[src/rtl/e203_exu_wbck_arb_pkg.sv]
// Shared constants and types for the integer write-back arbiter.
// Widths mirror the core's `E203_XLEN / `E203_RFIDX_WIDTH defaults.
package e203_exu_wbck_arb_pkg;

    localparam int WBCK_XLEN    = 32;
    localparam int WBCK_RFIDX_W = 5;
    localparam int WBCK_DEPTH   = 2;

    typedef enum logic [0:0] {
        SEL_ALU  = 1'b0,
        SEL_LNGP = 1'b1
    } wbck_sel_e;

endpackage

[src/rtl/e203_exu_wbck_fifo.sv]
// DEPTH-entry valid/ready FIFO buffering long-pipe write-back results.
// Exposes per-entry valid bits and payloads for the hazard lookup.
module e203_exu_wbck_fifo
    import e203_exu_wbck_arb_pkg::*;
#(
    parameter int DEPTH = WBCK_DEPTH,
    parameter int EW    = 1 + WBCK_RFIDX_W + WBCK_XLEN
) (
    input  logic                clk,
    input  logic                rst,
    input  logic                i_valid,
    output logic                i_ready,
    input  logic [EW-1:0]       i_dat,
    output logic                o_valid,
    input  logic                o_ready,
    output logic [EW-1:0]       o_dat,
    output logic [DEPTH-1:0]    ent_vld,
    output logic [DEPTH*EW-1:0] ent_dat,
    output logic                empty
);

    localparam int PTR_W = (DEPTH > 1) ? $clog2(DEPTH) : 1;
    localparam int CNT_W = PTR_W + 1;

    logic [PTR_W-1:0] rd_ptr_r;
    logic [PTR_W-1:0] wr_ptr_r;
    logic [CNT_W-1:0] cnt_r;
    logic [DEPTH-1:0] vld_r;
    logic [DEPTH-1:0] vld_nxt_s;
    logic             enq_s;
    logic             deq_s;
    logic             rst_n_s;

    // ready depends on registered count only, never on the dequeue side
    assign i_ready = (cnt_r != CNT_W'(DEPTH));
    assign enq_s   = i_valid & i_ready;
    assign o_valid = vld_r[rd_ptr_r];
    assign deq_s   = o_valid & o_ready;
    assign empty   = (cnt_r == {CNT_W{1'b0}});
    assign ent_vld = vld_r;
    assign o_dat   = ent_dat[rd_ptr_r*EW +: EW];
    assign rst_n_s = ~rst;

    // next-state of per-entry valid bits
    always_comb begin
        vld_nxt_s = vld_r;
        for (int i = 0; i < DEPTH; i++) begin
            if (enq_s && (wr_ptr_r == PTR_W'(i))) begin
                vld_nxt_s[i] = 1'b1;
            end else if (deq_s && (rd_ptr_r == PTR_W'(i))) begin
                vld_nxt_s[i] = 1'b0;
            end else begin
                vld_nxt_s[i] = vld_r[i];
            end
        end
    end

    // pointers, occupancy and valid bits
    always_ff @(posedge clk or posedge rst) begin
        if (rst) begin
            rd_ptr_r <= {PTR_W{1'b0}};
            wr_ptr_r <= {PTR_W{1'b0}};
            cnt_r    <= {CNT_W{1'b0}};
            vld_r    <= {DEPTH{1'b0}};
        end else begin
            vld_r <= vld_nxt_s;
            if (enq_s) begin
                wr_ptr_r <= wr_ptr_r + PTR_W'(1'b1);
            end
            if (deq_s) begin
                rd_ptr_r <= rd_ptr_r + PTR_W'(1'b1);
            end
            case ({enq_s, deq_s})
                2'b10:   cnt_r <= cnt_r + CNT_W'(1'b1);
                2'b01:   cnt_r <= cnt_r - CNT_W'(1'b1);
                default: cnt_r <= cnt_r;
            endcase
        end
    end

    genvar g;
    generate
        for (g = 0; g < DEPTH; g++) begin : g_ent
            sirv_gnrl_dfflr #(.DW(EW)) u_ent (
                .lden  (enq_s & (wr_ptr_r == PTR_W'(g))),
                .dnxt  (i_dat),
                .qout  (ent_dat[g*EW +: EW]),
                .clk   (clk),
                .rst_n (rst_n_s)
            );
        end
    endgenerate

endmodule

[src/rtl/sirv_gnrl_dfflr.sv]
// General load-enabled flop with asynchronous active-low reset (storage cell).
module sirv_gnrl_dfflr #(
    parameter int DW = 32
) (
    input  logic          lden,
    input  logic [DW-1:0] dnxt,
    output logic [DW-1:0] qout,
    input  logic          clk,
    input  logic          rst_n
);

    logic [DW-1:0] qout_r;

    // hold value unless loaded
    always_ff @(posedge clk or negedge rst_n) begin
        if (!rst_n) begin
            qout_r <= {DW{1'b0}};
        end else if (lden) begin
            qout_r <= dnxt;
        end
    end

    assign qout = qout_r;

endmodule

[src/rtl/e203_exu_wbck_arb.sv]
// Integer regfile write-back arbiter: buffered long-pipe results win over ALU.
// Optional source hazard lookup enabled by E203_WBCK_HAZARD_EN.
module e203_exu_wbck_arb
    import e203_exu_wbck_arb_pkg::*;
#(
    parameter int DEPTH   = WBCK_DEPTH,
    parameter int XLEN    = WBCK_XLEN,
    parameter int RFIDX_W = WBCK_RFIDX_W
) (
    input  logic               clk,
    input  logic               rst,
    input  logic               alu_wbck_valid,
    output logic               alu_wbck_ready,
    input  logic               alu_wbck_rdwen,
    input  logic [RFIDX_W-1:0] alu_wbck_rdidx,
    input  logic [XLEN-1:0]    alu_wbck_wdat,
    input  logic               lngp_wbck_valid,
    output logic               lngp_wbck_ready,
    input  logic               lngp_wbck_rdwen,
    input  logic [RFIDX_W-1:0] lngp_wbck_rdidx,
    input  logic [XLEN-1:0]    lngp_wbck_wdat,
    output logic               rf_wbck_wen,
    output logic [RFIDX_W-1:0] rf_wbck_idx,
    output logic [XLEN-1:0]    rf_wbck_dat,
    input  logic [RFIDX_W-1:0] hzd_src1_idx,
    input  logic [RFIDX_W-1:0] hzd_src2_idx,
    output logic               hzd_src1_pend,
    output logic               hzd_src2_pend,
    output logic               buf_empty
);

    localparam int EW = 1 + RFIDX_W + XLEN;

    logic                  head_valid_s;
    logic [EW-1:0]         head_s;
    logic [DEPTH-1:0]      ent_vld_s;
    logic [DEPTH*EW-1:0]   ent_dat_s;
    wbck_sel_e             sel_s;
    logic                  sel_valid_s;
    logic                  sel_rdwen_s;
    logic [RFIDX_W-1:0]    sel_idx_s;
    logic [XLEN-1:0]       sel_dat_s;
    logic                  unused_ent_s;

    // head is always consumed, so the FIFO read side is tied ready
    e203_exu_wbck_fifo #(.DEPTH(DEPTH), .EW(EW)) u_fifo (
        .clk     (clk),
        .rst     (rst),
        .i_valid (lngp_wbck_valid),
        .i_ready (lngp_wbck_ready),
        .i_dat   ({lngp_wbck_rdwen, lngp_wbck_rdidx, lngp_wbck_wdat}),
        .o_valid (head_valid_s),
        .o_ready (1'b1),
        .o_dat   (head_s),
        .ent_vld (ent_vld_s),
        .ent_dat (ent_dat_s),
        .empty   (buf_empty)
    );

    assign sel_s          = head_valid_s ? SEL_LNGP : SEL_ALU;
    assign alu_wbck_ready = (sel_s == SEL_ALU);

    // write-port source mux
    always_comb begin
        sel_valid_s = alu_wbck_valid;
        sel_rdwen_s = alu_wbck_rdwen;
        sel_idx_s   = alu_wbck_rdidx;
        sel_dat_s   = alu_wbck_wdat;
        case (sel_s)
            SEL_LNGP: begin
                sel_valid_s = 1'b1;
                {sel_rdwen_s, sel_idx_s, sel_dat_s} = head_s;
            end
            SEL_ALU: begin
                sel_valid_s = alu_wbck_valid;
                sel_rdwen_s = alu_wbck_rdwen;
                sel_idx_s   = alu_wbck_rdidx;
                sel_dat_s   = alu_wbck_wdat;
            end
            default: begin
                sel_valid_s = alu_wbck_valid;
                sel_rdwen_s = alu_wbck_rdwen;
                sel_idx_s   = alu_wbck_rdidx;
                sel_dat_s   = alu_wbck_wdat;
            end
        endcase
    end

    // x0 is hardwired zero, so writes to it are dropped here
    assign rf_wbck_wen = sel_valid_s & sel_rdwen_s & (sel_idx_s != {RFIDX_W{1'b0}});
    assign rf_wbck_idx = sel_idx_s;
    assign rf_wbck_dat = sel_dat_s;

    // data payloads are only partially inspected by the hazard lookup
    assign unused_ent_s = ^ent_dat_s;

`ifdef E203_WBCK_HAZARD_EN
    // match decode sources against every buffered rd
    always_comb begin
        hzd_src1_pend = 1'b0;
        hzd_src2_pend = 1'b0;
        for (int i = 0; i < DEPTH; i++) begin
            hzd_src1_pend = hzd_src1_pend | (ent_vld_s[i] & ent_dat_s[i*EW + EW - 1]
                          & (ent_dat_s[i*EW + XLEN +: RFIDX_W] == hzd_src1_idx)
                          & (hzd_src1_idx != {RFIDX_W{1'b0}}));
            hzd_src2_pend = hzd_src2_pend | (ent_vld_s[i] & ent_dat_s[i*EW + EW - 1]
                          & (ent_dat_s[i*EW + XLEN +: RFIDX_W] == hzd_src2_idx)
                          & (hzd_src2_idx != {RFIDX_W{1'b0}}));
        end
    end
`else
    logic unused_hzd_s;
    assign unused_hzd_s  = ^{hzd_src1_idx, hzd_src2_idx, ent_vld_s};
    assign hzd_src1_pend = 1'b0;
    assign hzd_src2_pend = 1'b0;
`endif

endmodule

[config.mk]
export PLATFORM = sky130hd
export DESIGN_NAME = e203_exu_wbck_arb
export DESIGN_NICKNAME = d
export VERILOG_FILES = /design/src/rtl/e203_exu_wbck_arb_pkg.sv /design/src/rtl/e203_exu_wbck_fifo.sv /design/src/rtl/sirv_gnrl_dfflr.sv /design/src/rtl/e203_exu_wbck_arb.sv
export SDC_FILE = /design/constraint.sdc
export NUM_CORES = 1
export LEC_CHECK = 0
export ABC_AREA = 1
export CAP_MARGIN = 10
export CORE_MARGIN = 2
export CORE_UTILIZATION = 25
export CTS_CLUSTER_DIAMETER = 50
export DETAILED_ROUTE_END_ITERATION = 12
export MAX_ROUTING_LAYER = met4
export SLEW_MARGIN = 20
export SYNTH_ARGS = -nofsm -noshare
export SYNTH_HDL_FRONTEND = slang
export SYNTH_HIERARCHICAL = 1
export SYNTH_SLANG_ARGS = --single-unit
[constraint.sdc]
create_clock -name clk -period 3.1 [get_ports clk]
set_clock_uncertainty 0.2 [all_clocks]
set_input_delay 0.93 -clock clk [delete_from_list [all_inputs] [get_ports clk]]
set_output_delay 0.93 -clock clk [all_outputs]
set_load 0.01 [all_outputs]
== Word level (Yosys, flattened, before mapping) ==
Cells that the tools add are included.

* Flip-flop bits (word level): 82
* Input port bits: 90
* Output and inout bits: 43
* Logic and storage cells: 46

* Add/sub/neg operators: 4
* Multiply operators: 1
* $lt $le $gt $ge: 1
* Eq/ne operators: 3
* Shifts and indexed selects: 1
* Muxes and demuxes: 12
* Bitwise logic cells: 8
* Reduce and logical (&&, ||, !) cells: 9

{| class="wikitable"
|+ Operator list
! cell !! count
|-
| $shiftx 76x8->38 || 1
|-
| $pmux 32 s2 || 1
|-
| $pmux 5 s2 || 1
|-
| $mux 1 || 7
|-
| $mul 1x5->6 const B || 1
|-
| $reduce_bool 2->1 || 3
|-
| $and 1x1->1 || 5
|-
| $reduce_bool 5->1 || 1
|-
| $logic_and 1x1->1 || 4
|-
| $pmux 1 s2 || 2
|-
| $pmux 2 s2 || 1
|-
| $not 1->1 || 3
|-
| $add 1x1->1 const B || 2
|-
| $add 2x1->2 const B || 1
|-
| $eq 2x1->1 const B || 1
|-
| $eq 2x2->1 const B || 1
|-
| $logic_not 2->1 || 1
|-
| $lt 1x2->1 const B || 1
|-
| $ne 2x2->1 const B || 1
|-
| $sub 2x1->2 const B || 1
|}

== Longest topological paths before layout ==
Gate-level depths: netlist of the first run.

* Depth after elaboration: 7
* Gate-level depth with buffers: 12
* Mapped depth without buffers: 10

== By module ==
The synthesis of the first run kept the hierarchy.

{| class="wikitable"
|+ By module, submodules not included
! module !! instances !! cells each !! area an instance (µm²) !! seq. area each (µm²)
|-
| sirv_gnrl_dfflr || 2 || 161 || 1452.6 || 950.9
|-
| e203_exu_wbck_fifo || 1 || 168 || 828.3 || 150.1
|-
| e203_exu_wbck_arb || 1 || 142 || 579.3 || 0.0
|}

== Worst setup path before layout of the first run ==
No wires, ideal clock.

* Path type: reg2out
* From: reg u_fifo.rd_ptr_r
* To: out rf_wbck_wen
* Data arrival time: 1.373 ns
* Data required time: 1.970 ns
* Path slack: 0.597 ns
* Stages on the path, launching flop included: 13
* Path buffers: 3
* Cell sequence: dfrtp_1 buf_6 inv_4 buf_4 nand2_1 nand2_1 inv_2 buf_6 nand2_2 nand2_2 nand3_1 nor2_1 nor2_1

* Word-level cells in the longest chain between the ends: 7
* Elaborated cells between the ends (all ways): 12
* Those cells by class: mul (1); shift (1); mux (6); bitwise (3); reduce/logical (1)

{| class="wikitable"
|+ Ends and longest elaborated chain
! what !! line !! source
|-
| start, declared || e203_exu_wbck_fifo.sv:25 || <nowiki>logic [PTR_W-1:0] rd_ptr_r;</nowiki>
|-
| start signal, assigned || e203_exu_wbck_fifo.sv:61 || <nowiki>rd_ptr_r <= {PTR_W{1'b0}};</nowiki>
|-
| start signal, assigned || e203_exu_wbck_fifo.sv:71 || <nowiki>rd_ptr_r <= rd_ptr_r + PTR_W'(1'b1);</nowiki>
|-
| $mux 1 (implied by the code) * (2 in a row) || e203_exu_wbck_fifo.sv:37 || <nowiki>assign o_valid = vld_r[rd_ptr_r];</nowiki>
|-
| named net head_valid_s || e203_exu_wbck_arb.sv:34 || <nowiki>logic head_valid_s;</nowiki>
|-
| $mux 1 * || e203_exu_wbck_arb.sv:60 || <nowiki>assign sel_s = head_valid_s ? SEL_LNGP : SEL_ALU;</nowiki>
|-
| $not 1->1 || e203_exu_wbck_arb.sv:69 || <nowiki>case (sel_s)</nowiki>
|-
| $pmux 5 s2 or $pmux 1 s2 (tied branches) || e203_exu_wbck_arb.sv:69 ||
|-
| $reduce_bool 5->1 or $and 1x1->1 (tied branches) || e203_exu_wbck_arb.sv:90 || <nowiki>assign rf_wbck_wen = sel_valid_s & sel_rdwen_s & (sel_idx_s != {RFIDX_W{1'b0}});</nowiki>
|-
| $and 1x1->1 * || e203_exu_wbck_arb.sv:90 ||
|-
| end, declared || e203_exu_wbck_arb.sv:22 || <nowiki>output logic rf_wbck_wen,</nowiki>
|}

The timed path passes the listed nets; every way through them passes the cells marked *. The select of a mux whose other input is x is not followed.

== Worst setup path after layout of the first run ==
* From: reg u_fifo.rd_ptr_r
* To: out alu_wbck_ready

* Word-level cells in the longest chain between the ends: 4

{| class="wikitable"
|+ Ends and longest elaborated chain
! what !! line !! source
|-
| $mux 1 (implied by the code) (2 in a row) || e203_exu_wbck_fifo.sv:37 ||
|-
| named net head_valid_s || e203_exu_wbck_arb.sv:34 ||
|-
| $mux 1 || e203_exu_wbck_arb.sv:60 ||
|-
| $not 1->1 || e203_exu_wbck_arb.sv:61 || <nowiki>assign alu_wbck_ready = (sel_s == SEL_ALU);</nowiki>
|-
| end, declared || e203_exu_wbck_arb.sv:13 || <nowiki>output logic alu_wbck_ready,</nowiki>
|}

The timed path passes the listed nets, and every way through them passes these cells. The select of a mux whose other input is x is not followed.

==> impl_metrics.csv, run 1 <==
group,metric,value,unit
clocking,clkLatencyLatePin,340,ps
logic_synthesis,ys_top_cells_by_count,"nand2_1 (465), dfrtp_1 (82), inv_1 (23)",
global_route,top_usage_layer,"met2",
setup_path,r2r_start,"u_fifo/cnt_r[0]$_DFFE_PP0P_",
setup_path,cp_data_arrival_time,1870,ps
worst_hold_path,min_path_type,"reg2reg",
power,seqPwrFrac,29.9,%
power,pwr-share-comb,52.9,%
finish,post_route_cells_drive_above_1_share,5.87,%
global_route,grt_pass1_wl,19.3,mm
finish,syn2layout_area_growth,38.5,%
sta,worst_pin_slew,783,ps
setup_path,startpoint_type,"flip-flop",
power,power,0.00621,W
clocking,postCtsHoldBufs,0,
logic_synthesis,synth_most_common_cell,"nand2_1",
die,start_util,25.3,%
setup_path,cp_data_required_time,1970,ps
sta,hold_viol,0,
die,die-area,18300,µm²
sta,period_minus_slack,3000,ps
power,p_int,0.00356,W
finish,antenna_cells,0,
worst_hold_path,hp-start,"u_fifo/g_ent[1].u_ent/qout[15]$_DFFE_PN0P_",
die,core_area,17100,µm²
place,place_hpwl,7.57,mm
clocking,ctsResizeCount,50,
setup_path,r2r-end,"u_fifo/g_ent[0].u_ent/qout[19]$_DFFE_PN0P_",
setup_path,r2r_slack,1250,ps
clocking,cts_made_buffers,9,
sta,rsz0062_at_grt,"no",
clocking,htree_levels,3,
logic_synthesis,synth_edf_count,0,
setup_path,r2r_cells,7,
die,fp-row-count,48,
sta,slew_headroom,47.7,%
worst_hold_path,holdPathStages,2,
sta,final.period_utilization,96.9,%
global_route,grt_remaining_overflow,0,
global_route,grt_antenna_before_repair,0,
setup_path,crit_fanout,12,
sta,finalWorstSetupSlack,96.5,ps
logic_synthesis,async_flop_share,100,%
die,die_w,135,µm
global_route,met1_usage,16.8,%
clocking,cts_sinks,82,
logic_synthesis,synth.area.top_cells,"dfrtp_1 (48%), nand2_1 (40%), buf_6 (3.1%), inv_1 (2.0%), buf_4 (1.7%)",
power,power_switching,0.00264,W
die,ios,133,
routing,drt-initial-drc-count,157,
logic_synthesis,synthCells,632,
logic_synthesis,synth-seq-cells,82,
clocking,post_cts_buffers,0,
logic_synthesis,syn_area,4310,µm²
routing,avgRoutedWirePerCell,11.9,µm
run_status,status,"finished, final reports clean",
routing,drc,0,
sta,drv_slew,0,
power,p_sw_share,42.6,%
place,gp_congestion,0.749,
global_route,grt_pass1_vias,3870,
sta,fmax,333,MHz
global_route,grt_use_total,14.0,%
routing,via_count,3915,
setup_path,path_class,"reg2out",
global_route,grt_use_met3,3.44,%
routing,dr.pass1.iters,4,
finish,fin_nets,836,
logic_synthesis,synth_ff_type,"dfrtp_1",
place,port_buffers,120,
logic_synthesis,yosys_warnings,6,
clocking,cts_tree,"yes",
power,ir_drop,0.000358,V
clocking,cts-root-buf,"clkbuf_16",
clocking,clk_pin_slew,60,ps
place,pre_cts_ws,-300,ps
power,p_leak,3.32,nW
logic_synthesis,ys_seq_area_share,47.6,%
clocking,cts_buffer_depth,2,
setup_path,endpoint_kind,"output port",
routing,postRouteWirelength,11.6,mm
logic_synthesis,synth_area_leader_cell,"dfrtp_1",
logic_synthesis,postSynthAreaPerCell,6.82,µm²
power,clkPwrFrac,17.2,%
logic_synthesis,yosysUniqueCellTypes,20,
worst_hold_path,worstHoldEndpoint,"u_fifo/g_ent[1].u_ent/qout[15]$_DFFE_PN0P_",
global_route,grt_max_degree,39,
routing,ant_nets,0,
sta,setup_viol,0,
global_route,met2_usage,22.6,%
power,p_per_area,1040,nW/µm²
logic_synthesis,synth_top_area_share,47.6,%
routing,viasPerCell,4.02,
run,maxCapViolCount,0,
die,die_y,135,µm
## cells in the final DEF (no fill, tap or decap), types with 2 or more instances in the layout
master / instances
nor2_1: 3
inv_2: 2
buf_4: 8
nand2_2: 4
inv_1: 22
dlygate4sd2_1: 37
buf_12: 4
clkdlybuf4s50_1: 82
conb_1: 5
nand2_1: 464
nand3_1: 4
dfrtp_1: 81
clkbuf_16: 9
clkbuf_8: 5
## state kept, by name (all words and copies together) (netlist names)
signal and count:
u_fifo/g_ent.u_ent/qout 76, u_fifo/cnt_r 2, u_fifo/ent_vld 2, u_fifo/rd_ptr_r 1, u_fifo/wr_ptr_r 1
## layer usage
metal  share of wire [%]  vias to the layer above  wire, µm
li1                    -                     2084         -
met1                  46                     1734      5390
met2                  46                       87      5370
met3                 5.7                       10       657
met4                 1.6                        0       188
met5                   0                        -         0
## worst max-delay path, cell delays in order, from the launching register on
cell and delay (ps):
dfrtp_2 440, nand2_1 120, nand2_4 100, inv_6 120, buf_4 190, clkdlybuf4s50_1 550
## stage by stage
step	instances	hold slack [ps]	util, %	setup TNS (ps)	area, µm²
after floorplan	635	242	-	0	4330
after global placement	959	253	33.4	-2390	5690
after detailed placement	959	258	33.4	-2460	5690
after CTS	975	273	35.1	0	5980
after global routing	975	289	35.0	0	5970
final	975	268	35.0	0	5970
## power by group through the flow
stage / sequential [W] / combinational, W / clock, W
finish: 0.00185 / 0.00328 / 0.00107
floorplan: 0.00180 / 0.00221 / 0
global route: 0.00193 / 0.00377 / 0.00115
detailed placement: 0.00187 / 0.00358 / 0
global placement: 0.00185 / 0.00355 / 0
CTS: 0.00186 / 0.00337 / 0.00111
## how the worst max path moves through the flow
stage                     slack, ps              to  depth (start not counted)                         from
after detailed placement       -300     rf_wbck_wen                          8            alu_wbck_rdidx[2]
final                           100  alu_wbck_ready                          5  u_fifo/rd_ptr_r$_DFFE_PP0P_
after global routing            0.7     rf_wbck_wen                          8            alu_wbck_rdidx[2]
after CTS                         8     rf_wbck_wen                          8            alu_wbck_rdidx[4]
after floorplan                 600     rf_wbck_wen                         12  u_fifo/rd_ptr_r$_DFFE_PP0P_
after global placement         -310     rf_wbck_wen                          8            alu_wbck_rdidx[4]
## logic make-up (layout without fill, tap and decap cells)
kind of cell | Yosys count | in the layout | synth area share, %
simple gates | 479 | 479 | 42.2
flops | 82 | 82 | 47.6
buf+inv | 62 | 177 | 8.79
compound gates | 5 | 5 | 0.725
other cells | 2 | 5 | 0.174
fa+ha+maj | 1 | 1 | 0.290
xor+xnor | 1 | 1 | 0.203
## layout make-up
type	count	area, µm²
Clock buffer	15	298
Clock inverter	1	5.00
Fill cell	1891	11100
Inverter	27	113
Multi-Input combinational cell	491	1910
Sequential cell	82	2050
Tap cell	225	282
Timing Repair Buffer	134	1320
No activity file was read; power rests on OpenSTA's default activity.
==> run 2, diff against run 1 <==
- PLACE_DENSITY: not set -> 0.46
- clock period: 3.1 -> 2.95 ns (I/O delays scaled with it)
==> impl_metrics.csv, run 2 (synthesis gave the netlist of run 1 again) <==
group,metric,value,unit
place,port_buffers,120,
die,die-area,18300,µm²
sta,fmax,343,MHz
sta,slew_headroom,45.4,%
place,gp_congestion,0.762,
die,core_area,17100,µm²
routing,met1_length,5.99,mm
routing,avgRoutedWirePerCell,13.0,µm
global_route,grt_antenna_before_repair,0,
sta,whs,271,ps
sta,setup_viol,0,
finish,final_common_cell,"nand2_1",
finish,post_route_cells_drive_above_1_share,9.53,%
clocking,clk_pin_slew,60,ps
clocking,postCtsHoldBufs,0,
worst_hold_path,min_path_type,"reg2reg",
setup_path,endpoint_kind,"output port",
setup_path,path_class,"in2out",
sta,hold_viol,0,
finish,final_cell_area,6170,µm²
sta,final.period_utilization,98.7,%
routing,viasPerCell,4.15,
global_route,grt_pass1_wl,20.6,mm
global_route,grt_use_total,15.0,%
clocking,cts_made_buffers,9,
finish,syn2layout_area_growth,43.1,%
place,dpl_cell_area,5690,µm²
routing,wl_met3,656,µm
place,place_hpwl,8.33,mm
die,die_w,135,µm
routing,postRouteWirelength,12.9,mm
sta,worst_pin_slew,819,ps
routing,wl_met2,6.10,mm
global_route,grt_remaining_overflow,0,
clocking,cts_sinks,82,
finish,largest_reg_flops,76,
routing,dr.pass1.iters,7,
die,die_y,135,µm
global_route,grt_max_degree,83,
clocking,cts_buffer_depth,2,
routing,ant_nets,0,
sta,rsz0062_at_grt,"yes",
power,p_leak,3.44,nW
setup_path,crit_fanout,2,
clocking,cts-root-buf,"clkbuf_16",
finish,fin_nets,852,
sta,period_minus_slack,2910,ps
die,ios,133,
setup_path,startpoint_type,"primary input",
power,ir_drop,0.000378,V
die,start_util,25.3,%
power,p_per_area,1140,nW/µm²
clocking,clkLatencyLatePin,340,ps
routing,via_count,4116,
setup_path,cp_data_arrival_time,1830,ps
routing,highest_layer,"met4",
routing,drc,0,
setup_path,cp_data_required_time,1870,ps
sta,drv_slew,0,
finish,antenna_cells,0,
die,fp-row-count,48,
routing,drt-initial-drc-count,197,
finish,final_cell_mix,"nand2_1 (461), dfrtp_1 (81), clkdlybuf4s50_1 (78)",
clocking,cts_tree,"yes",
clocking,htree_levels,3,
run,maxCapViolCount,0,
global_route,grt_pass1_vias,4089,
run_status,status,"finished, final reports clean",
## run 2: what timing repair did
| action | 4_1_cts | 5_1_grt |
|---|---|---|
| cloned | 2 | 0 |
| buffers inserted | 7 | 4 |
| pin swaps | 0 | 9 |
| resized for setup | 78 | 16 |
| endpoints found under the hold margin | 0 | 0 |
| setup endpoints to repair | 39 | 12 |
## run 2: metrics by stage
step	util (%)	TNS, ps	worst slack [ps]	power [W]	std cells
floorplan	-	0	492	0.00422	635
global placement	33.3	-4770	-372	0.00572	962
detailed placement	33.3	-4850	-380	0.00578	962
CTS	35.7	-172	-138	0.00701	987
global route	36.2	-18.6	-18.6	0.00769	991
finish	36.2	0	37.4	0.00703	991
## run 2: area by class of cell
| type | instances | area [µm²] |
|---|---|---|
| Clock buffer | 11 | 253 |
| Clock inverter | 5 | 52.6 |
| Fill cell | 1856 | 10900 |
| Inverter | 27 | 118 |
| Multi-Input combinational cell | 491 | 1940 |
| Sequential cell | 82 | 2050 |
| Tap cell | 225 | 282 |
| Timing Repair Buffer | 149 | 1470 |
| Timing Repair inverter | 1 | 6.26 |
## run 2: worst paths after layout
check                                                      startpoint                                         end  slack, ps  cells past startpoint
max in group asynchronous                                         rst                 u_fifo/rd_ptr_r$_DFFE_PP0P_       1330                      3
setup / recovery                                    alu_wbck_rdidx[1]                                 rf_wbck_wen         40                      6
min in group asynchronous                                         rst  u_fifo/g_ent[1].u_ent/qout[27]$_DFFE_PN0P_        780                      3
hold / removal             u_fifo/g_ent[0].u_ent/qout[33]$_DFFE_PN0P_  u_fifo/g_ent[0].u_ent/qout[33]$_DFFE_PN0P_        270                      2
setup reg to reg                          u_fifo/rd_ptr_r$_DFFE_PP0P_                 u_fifo/cnt_r[1]$_DFFE_PP0P_       1030                     11
hold reg to reg            u_fifo/g_ent[0].u_ent/qout[33]$_DFFE_PN0P_  u_fifo/g_ent[0].u_ent/qout[33]$_DFFE_PN0P_        270                      2
## run 2: report_power, final
group	internal, W	switching [W]
clock	0.000698	0.000466
sequential	0.00167	0.000294
combinational	0.00168	0.00222
total	0.00405	0.00298
## run 2: per-layer routing
metal | GRT usage, % | vias to the layer above
met5 | - | -
met1 | 18.7 | 1892
li1 | - | 2114
met3 | 4.23 | 11
met4 | 3.88 | 0
met2 | 24.0 | 99
## run 2: critical path, cell delays in order
cell             delay, ps
clkdlybuf4s50_1        430
o21ai_2                140
nand2_1                 90
nor2_2                  90
nor2_1                  50
buf_2                  140
